==> config.mk <==
export PLATFORM = sky130hd
export DESIGN_NAME = prog_counter
export DESIGN_NICKNAME = d
export VERILOG_FILES = /design/src/rtl/prog_counter.sv
export SDC_FILE = /design/constraint.sdc
export NUM_CORES = 1
export LEC_CHECK = 0
export CORE_UTILIZATION = 45
export CTS_BUF_LIST = sky130_fd_sc_hd__clkbuf_4 sky130_fd_sc_hd__clkbuf_8
export DETAILED_ROUTE_END_ITERATION = 12
export PLACE_DENSITY_LB_ADDON = 0.05
export SYNTH_ARGS = -nofsm -noshare
export SYNTH_HDL_FRONTEND = slang
export SYNTH_SLANG_ARGS = --single-unit
==> constraint.sdc <==
create_clock -name clk -period 6.6 [get_ports clk]
set_input_delay 1.32 -clock clk [delete_from_list [all_inputs] [get_ports clk]]
set_output_delay 1.32 -clock clk [all_outputs]
set_load 0.01 [all_outputs]
==> src/rtl/prog_counter.sv <==
// prog_counter: program counter register for the single-cycle CPU datapath.
// Holds the instruction-fetch address and advances it sequentially, loads an
// absolute jump target, adds a PC-relative branch offset, or holds on stall.
// Optional feature macro: PC_MISALIGN_EN -- rejects jump/branch targets that
// are not STEP-aligned (PC advances by STEP instead) and raises a sticky
// misalign flag that only reset clears.
module prog_counter #(
  parameter int ADDR_W     = 32,
  parameter int RESET_ADDR = 0,
  parameter int STEP       = 4
) (
  input  logic              clk,
  input  logic              rst,
  input  logic              en,
  input  logic              jump,
  input  logic [ADDR_W-1:0] jump_addr,
  input  logic              branch,
  input  logic [ADDR_W-1:0] branch_off,
  output logic [ADDR_W-1:0] addr,
  output logic [ADDR_W-1:0] addr_plus
`ifdef PC_MISALIGN_EN
  ,
  output logic              misalign
`endif
);

  localparam logic [ADDR_W-1:0] RST_VAL  = ADDR_W'(RESET_ADDR);
  localparam logic [ADDR_W-1:0] STEP_VAL = ADDR_W'(STEP);
  // STEP is a power of two, so STEP-1 masks exactly the low log2(STEP) bits.
  // With STEP=1 the mask is zero and no target can ever be misaligned.
  localparam logic [ADDR_W-1:0] ALIGN_MASK = ADDR_W'(STEP - 1);

  logic [ADDR_W-1:0] seq_addr;
  logic [ADDR_W-1:0] branch_tgt;
  logic [ADDR_W-1:0] redirect_tgt;
  logic              redirect;
  logic [ADDR_W-1:0] next_addr;

  // Sequential and branch targets; both wrap modulo 2^ADDR_W by truncation.
  assign seq_addr   = addr + STEP_VAL;
  assign branch_tgt = addr + branch_off;
  assign addr_plus  = seq_addr;

  // Jump has priority over branch when both are requested.
  assign redirect     = jump | branch;
  assign redirect_tgt = jump ? jump_addr : branch_tgt;

`ifdef PC_MISALIGN_EN
  logic bad_tgt;

  // A redirect to a misaligned target is dropped in favour of the sequential
  // address; the same condition arms the sticky flag.
  assign bad_tgt = en & redirect & ((redirect_tgt & ALIGN_MASK) != '0);

  // Next-PC selection with misaligned redirects demoted to sequential fetch.
  always_comb begin
    next_addr = addr;
    if (en) begin
      if (redirect && !bad_tgt) next_addr = redirect_tgt;
      else                      next_addr = seq_addr;
    end
  end

  // Sticky misalign flag, cleared only by reset.
  always_ff @(posedge clk) begin
    if (rst)          misalign <= 1'b0;
    else if (bad_tgt) misalign <= 1'b1;
  end
`else
  // Next-PC selection: stall holds, otherwise redirect target or sequential.
  always_comb begin
    next_addr = addr;
    if (en) begin
      if (redirect) next_addr = redirect_tgt;
      else          next_addr = seq_addr;
    end
  end
`endif

  // PC register; reset overrides stall and every redirect.
  always_ff @(posedge clk) begin
    if (rst) addr <= RST_VAL;
    else     addr <= next_addr;
  end

endmodule

Yosys cells after proc, flatten, opt, wreduce, memory -nomap -nowiden:

Index checks and enable logic that the tools add are counted.

* mux-type cells: 2
* add/sub/neg operators: 2
* bitwise operators: 1

Operators with widths (count)
* $mux 32: 2
* $add 32x3->32 const B: 1
* $add 32x32->32: 1
* $or 1x1->1: 1

* register bits after elaboration: 32
* output and inout port bits: 64
* bits of input ports: 69

Depth between registers and ports, before layout:

Gate-level depths: netlist of the first run.

* word-level depth: 3
* mapped depth: 10

Worst setup path after synthesis of the first run:

No wires, ideal clock.

* path kind: input to register
* from: input branch_off[0]
* to: register addr[22]
* stages: 10
* setup slack: 2.975 ns
* data arrival time: 3.508 ns
* library setup time: 0.117 ns
* data required time: 6.483 ns
* cell sequence: ha_1 fa_1 a21o_1 a21oi_1 o21ai_0 a31oi_1 o21a_1 xor2_1 a21oi_1 a22o_1

* word-level cells in the longest chain between the ends: 3

Ends and longest elaborated chain
* start, declared: RTL line 18 `input logic [ADDR_W-1:0] branch_off,`
* $add 32x32->32: RTL line 41 `assign branch_tgt = addr + branch_off;`
* $mux 32: RTL line 46 `assign redirect_tgt = jump ? jump_addr : branch_tgt;`
* $mux 32: RTL line 74 `if (redirect) next_addr = redirect_tgt;`
* end signal, assigned: RTL line 83 `else addr <= next_addr;`
* end, declared: RTL line 19 `output logic [ADDR_W-1:0] addr,`

No other way between the ends.
A chain may end at the register's enable or synchronous reset.

Worst setup path in the final report of the first run:

* from: input branch_off[0]
* to: register addr[24]

The elaborated chain is that of the path after synthesis.

==> reports/metrics.cfg, run 1 <==
[finish]
final_cell_mix=132 x clkdlybuf4s50_1, 67 x nand2_1, 52 x a21oi_1
multiInputGateArea_um2=3100
final_common_cell=clkdlybuf4s50_1
final-seq-area_um2=640.6
num_antenna_cells=0
fill_cells=777
fin_area_um2=5410
nets=751
largestRegisters=addr x32
drive_gt1_frac=0.04769
largest_register=addr
largest_register_ff_count=32
area_delta_synth_final_pct=38.59

[route]
wl_met1_um=6006
detail-route-antenna-nets=0
wl_met3_um=814
drtIter0Drc=250
route.met2.wl_um=6977
wl_per_cell_um=18.71
wl_um=14130
drc=0
top_layer_used=met4
drt_pass1_iterations=4
route.vias.total=4545
via_per_inst=6.020

[global_route]
grt_first_pass_wirelength_um=21760
grt_overflow_total=0
gr-usage-all-layers=0.3111
grt_pass1_vias=4510
antenna_found_initial=0
grt_max_degree=36

[synthesis]
synth_top_family_by_area=compound AO/OA/AOI/OAI gates
yosysWarnings=0
synth_ff_type=dfxtp_1
syn_area_per_cell_um2=7.407
synth_xor_area_frac=0.1186
ys_seq_area_frac=0.1641
syn_area_um2=3904
yosysUniqueCellTypes=65
synthSimpleGateAreaFrac=0.2468
yosys-mux-area-fraction=0.02564
yosys.area_share.adder=0.1077
synth.net_count=629
async_flop_share=0
synth-compound-area-share=0.2955
netlist_instances=527
synth_seq_cells=32
synth_edf_count=0

[run_status]
status=complete, no violations

[worst_setup_path]
cp_slowest_stage_delay_ns=0.60
cp.required_ns=6.79
critPathSlowestCell=a31oi_1
cp_data_arrival_time_ns=4.63
crit_fanout=6
critPathLaunchType=input port
crit_type=input port to flop
crit_chain=clkdlybuf4s50_1 -> ha_1 -> fa_1 -> a21o_1 -> a21oi_1 -> o21ai_0 -> a31oi_1 -> o21ai_0 -> a21oi_1 -> xor2_1 -> o32ai_1
crit_path_end_kind=flop

[timing]
finalCritPeriodShare=0.6717
final-hold-violation-count=0
relSlewSlack=0.5045
skew_ns=0.008369
rsz0062_at_grt=no
tns_ns=0
finalSetupViolCount=0
tightestPinTransition_ns=0.7406
fin_crit_ns=4.433
drv_slew=0
clock.fmax_ghz=0.2256

[floorplanning]
start_util=0.4704
die-area_um2=9052
fp.dieH_um=95.14
ios=133
core_um2=8299
dieWidth_um=95.14
rows=33

[cts]
h-tree-depth=2
cts_sinks=32
insertion_delay_ns=0.29
clkTransAtPathRegs_ns=0.08
post_cts_resized=0
holdBufCountCts=0
root_buffer=clkbuf_8
clockBufferDepth=2
cts_tree=built
postCtsSetupBuffers=0
numCtsBuffers=5

[placement]
io_buffers=132
place_area_um2=5299
hpwlAfterDp_um=11000
gp_congestion=0.9191

[min_path]
hold_path.class=flop to flop

[power_and_ir_drop]
power.density_nw_per_um2=156.1
vdd_ir_drop_max_uv=89.06
p_leak_nw=2.214

[flow_run]
maxCapViolCount=0

-- critical path: cells and delay by family --
family | cells | cell delay [ns]
xor gates and xnor gates | 1 | 0.08
AOI/OAI and AO/OA | 7 | 2.15
adders and majority gates | 2 | 0.66
buffers and inverters | 1 | 0.41
-- layout make-up --
cell class / count / area share
multi-input combinational: 454 / 0.5731
sequential: 32 / 0.1184
clock inverter: 2 / 0.006475
inverter: 20 / 0.01388
clock buffer: 6 / 0.01411
timing repair buffer: 136 / 0.2498
tap: 105 / 0.02428
-- logic make-up (layout without fill, tap and decap cells) --
| logic type | Yosys count | count (layout) |
|---|---|---|
| and+or+nand+nor | 187 | 187 |
| AOI/OAI and AO/OA | 172 | 172 |
| xor gates and xnor gates | 52 | 52 |
| buffers and inverters | 41 | 164 |
| adders and majority gates | 33 | 33 |
| DFF | 32 | 32 |
| muxes | 10 | 10 |
-- report_power, final --
group	switching, mW	internal [mW]	total [mW]
logic	0.204	0.199	0.403
registers	0.0344	0.209	0.244
clock network	0.0818	0.116	0.198
total	0.320	0.524	0.845
-- final timing paths --
| check | startpoint | endpoint | slack, ns | cells past startpoint |
|---|---|---|---|---|
| min | addr[21] | addr[21] | 0.55 | 2 |
| max reg2reg | addr[0] | addr[24] | 3.27 | 10 |
| min reg2reg | addr[21] | addr[21] | 0.55 | 2 |
| max | branch_off[0] | addr[24] | 2.17 | 11 |
-- layer usage --
| layer | up-vias | GRT usage |
|---|---|---|
| met5 | - | 0 |
| met4 | 0 | 0.1035 |
| met3 | 29 | 0.04785 |
| met2 | 175 | 0.5530 |
| met1 | 2144 | 0.3786 |
| li1 | 2197 | - |
-- per-stage QoR --
step                      total power [mW]  utilization  setup slack [ns]  hold WS [ns]  cells
after floorplan                     0.4731            -             2.975        0.5104    527
after global placement              0.6387       0.6385             1.993        0.5157    747
after detailed placement            0.6447       0.6385             1.908        0.5347    747
after CTS                           0.8417       0.6519             2.190        0.5460    755
after global routing                0.8889       0.6519             1.933        0.5561    755
final                               0.8446       0.6519             2.167        0.5497    755
-- synthesized netlist by cell type (3+ instances only) --
cell,instances,area (um^2)
nor3_1,10,50.05
o211ai_1,9,67.56
a22o_1,3,26.28
a21o_1,10,75.07
nor2_1,38,142.6
o221ai_1,6,52.55
nand3_1,23,115.1
xnor2_1,33,289.0
nand2b_1,5,31.28
o21ai_1,3,15.01
nand4_2,3,37.54
o211a_1,3,30.03
o31ai_1,3,22.52
and3_1,10,62.56
clkbuf_1,16,60.06
a31oi_1,4,25.02
a2bb2oi_1,4,35.03
dfxtp_1,32,640.6
a211o_1,3,26.28
a31o_2,3,26.28
ha_1,32,400.4
xor2_1,18,157.7
mux2i_1,10,100.1
a311oi_1,5,43.79
a211oi_1,11,82.58
o22ai_1,8,50.05
inv_1,19,71.32
o21a_1,5,37.54
nor4_4,3,63.81
nand2_1,67,251.5
a21oi_1,52,260.3
o21ai_0,23,115.1
nand4_1,8,50.05
and2_1,6,37.54
Power figures use the tool's default switching activity.
==> run 2, diff against run 1 <==
- clock period: 6.6 -> 4.45 ns (I/O delays scaled with it)
==> run 2 against run 1 <==
Compared with the run above: via count increased by 3.7%; die area did not move; sequential power up 48%; count of clock-buffer cells in the layout decreased by 1; largest cell class unchanged; largest power group unchanged; highest routed layer unchanged.
==> reports/metrics.cfg, run 2 (synthesis results as in run 1) <==
[run_status]
status=complete, no violations

[timing]
tightestPinTransition_ns=0.9007
fin_crit_ns=3.808
rsz0062_at_grt=no
finalSetupViolCount=0
relSlewSlack=0.3973
final-hold-violation-count=0
tns_ns=0
clock.fmax_ghz=0.2626
drv_slew=0
skew_ns=0.008156
finalCritPeriodShare=0.8556

[global_route]
antenna_found_initial=0
gr-usage-all-layers=0.3225
grt_overflow_total=0
grt_max_degree=34
grt_first_pass_wirelength_um=22340
grt_pass1_vias=4505

[finish]
area_delta_synth_final_pct=39.55
largest_register=addr
fin_area_um2=5448
drive_gt1_frac=0.05496
final_common_cell=clkdlybuf4s50_1
num_antenna_cells=0
final_cell_mix=132 x clkdlybuf4s50_1, 67 x nand2_1, 52 x a21oi_1
nets=756
largest_register_ff_count=32
fill_cells=752
largestRegisters=addr x32
final_core_utilization=0.6564

[power_and_ir_drop]
pwr-share-clk=0.235
p_sw_frac=0.3838
p_seq_frac=0.288
vdd_ir_drop_max_uv=154.6
power.switching_uw=482.0
power.density_nw_per_um2=230.6
p_comb_frac=0.477
p_leak_nw=2.234
internal-power_uw=774.0

[cts]
clockBufferDepth=2
root_buffer=clkbuf_8
h-tree-depth=2
insertion_delay_ns=0.30
post_cts_resized=0
numCtsBuffers=5
holdBufCountCts=0
clkTransAtPathRegs_ns=0.08
cts_sinks=32
cts_tree=built
postCtsSetupBuffers=0

[worst_setup_path]
crit_path_end_kind=output port
crit_fanout=8
critPathLaunchType=flop
cp.required_ns=3.56
crit_type=flop to output port
cp-startpoint=addr[2]
cp_data_arrival_time_ns=2.92
r2r-start=addr[0]

[floorplanning]
fp.dieH_um=95.14
dieWidth_um=95.14
core_um2=8299
ios=133
die-area_um2=9052
start_util=0.4704
rows=33

[route]
drt_pass1_iterations=5
detail-route-antenna-nets=0
via_per_inst=6.201
drtIter0Drc=271
drc=0
route.vias.total=4713
wl_per_cell_um=19.09
wl_um=14510

[placement]
io_buffers=132
hpwlAfterDp_um=11030
place_area_um2=5336
gp_congestion=0.9300

[min_path]
hold_path.class=flop to flop
holdCritStartpoint=addr[27]

[flow_run]
maxCapViolCount=0

run 2: area by class of cell:
| type | instances | area (um^2) | share of cell area |
|---|---|---|---|
| clock buffers | 5 | 68.82 | 0.01263 |
| clock inverters | 3 | 42.54 | 0.007809 |
| inverters | 20 | 75.07 | 0.01378 |
| multi-input cells | 454 | 3100 | 0.5691 |
| flip-flops and latches | 32 | 640.6 | 0.1176 |
| well taps | 105 | 131.4 | 0.02412 |
| repair buffers | 141 | 1389 | 0.2549 |
run 2: critical path, cell delays in order, from the launching register on:
cell and delay (ns):
dfxtp_1 0.49, ha_1 0.33, inv_1 0.11, nor4_4 0.26
buf_4 0.23, nand3_1 0.22, nor2_1 0.25, xnor2_1 0.17
clkdlybuf4s50_1 0.56
run 2: path summary, 6_finish.rpt:
| check | end | slack [ns] | cells past startpoint |
|---|---|---|---|
| hold reg to reg | addr[27] | 0.51 | 2 |
| setup reg to reg | addr[24] | 1.48 | 10 |
| hold / removal | addr[27] | 0.51 | 2 |
| setup / recovery | addr_plus[30] | 0.64 | 8 |
run 2: power groups by stage:
stage | Sequential, mW | Combinational, mW | Clock, mW
finish | 0.362 | 0.599 | 0.295
global route | 0.366 | 0.647 | 0.310
CTS | 0.360 | 0.593 | 0.298
detailed placement | 0.366 | 0.588 | 0
global placement | 0.366 | 0.583 | 0
floorplan | 0.363 | 0.338 | 0
run 2: routing by layer:
metal / routed length [um] / GRT usage / vias to the layer above
li1: - / - / 2212
met1: 6198 / 0.4258 / 2226
met2: 6768 / 0.5327 / 237
met3: 1146 / 0.04625 / 38
met4: 399 / 0.1111 / 0
met5: 0 / 0 / -
run 2: stage by stage:
step | setup WS [ns] | hold slack [ns] | cells | power [mW]
2_1_floorplan | 1.255 | 0.5104 | 527 | 0.7016
3_3_place_gp | 0.5991 | 0.5021 | 752 | 0.9485
3_5_place_dp | 0.5593 | 0.5023 | 752 | 0.9541
4_1_cts | 0.6759 | 0.5136 | 760 | 1.251
5_1_grt | 0.4810 | 0.5438 | 760 | 1.323
6_report | 0.6424 | 0.5075 | 760 | 1.256
==> run 3, diff against run 2 <==
- GPL_TIMING_DRIVEN: not set -> 1
- TNS_END_PERCENT: not set -> 50
==> results of run 3 <==
Same layout as run 2: the final DEF is identical, and so are final timing and power.
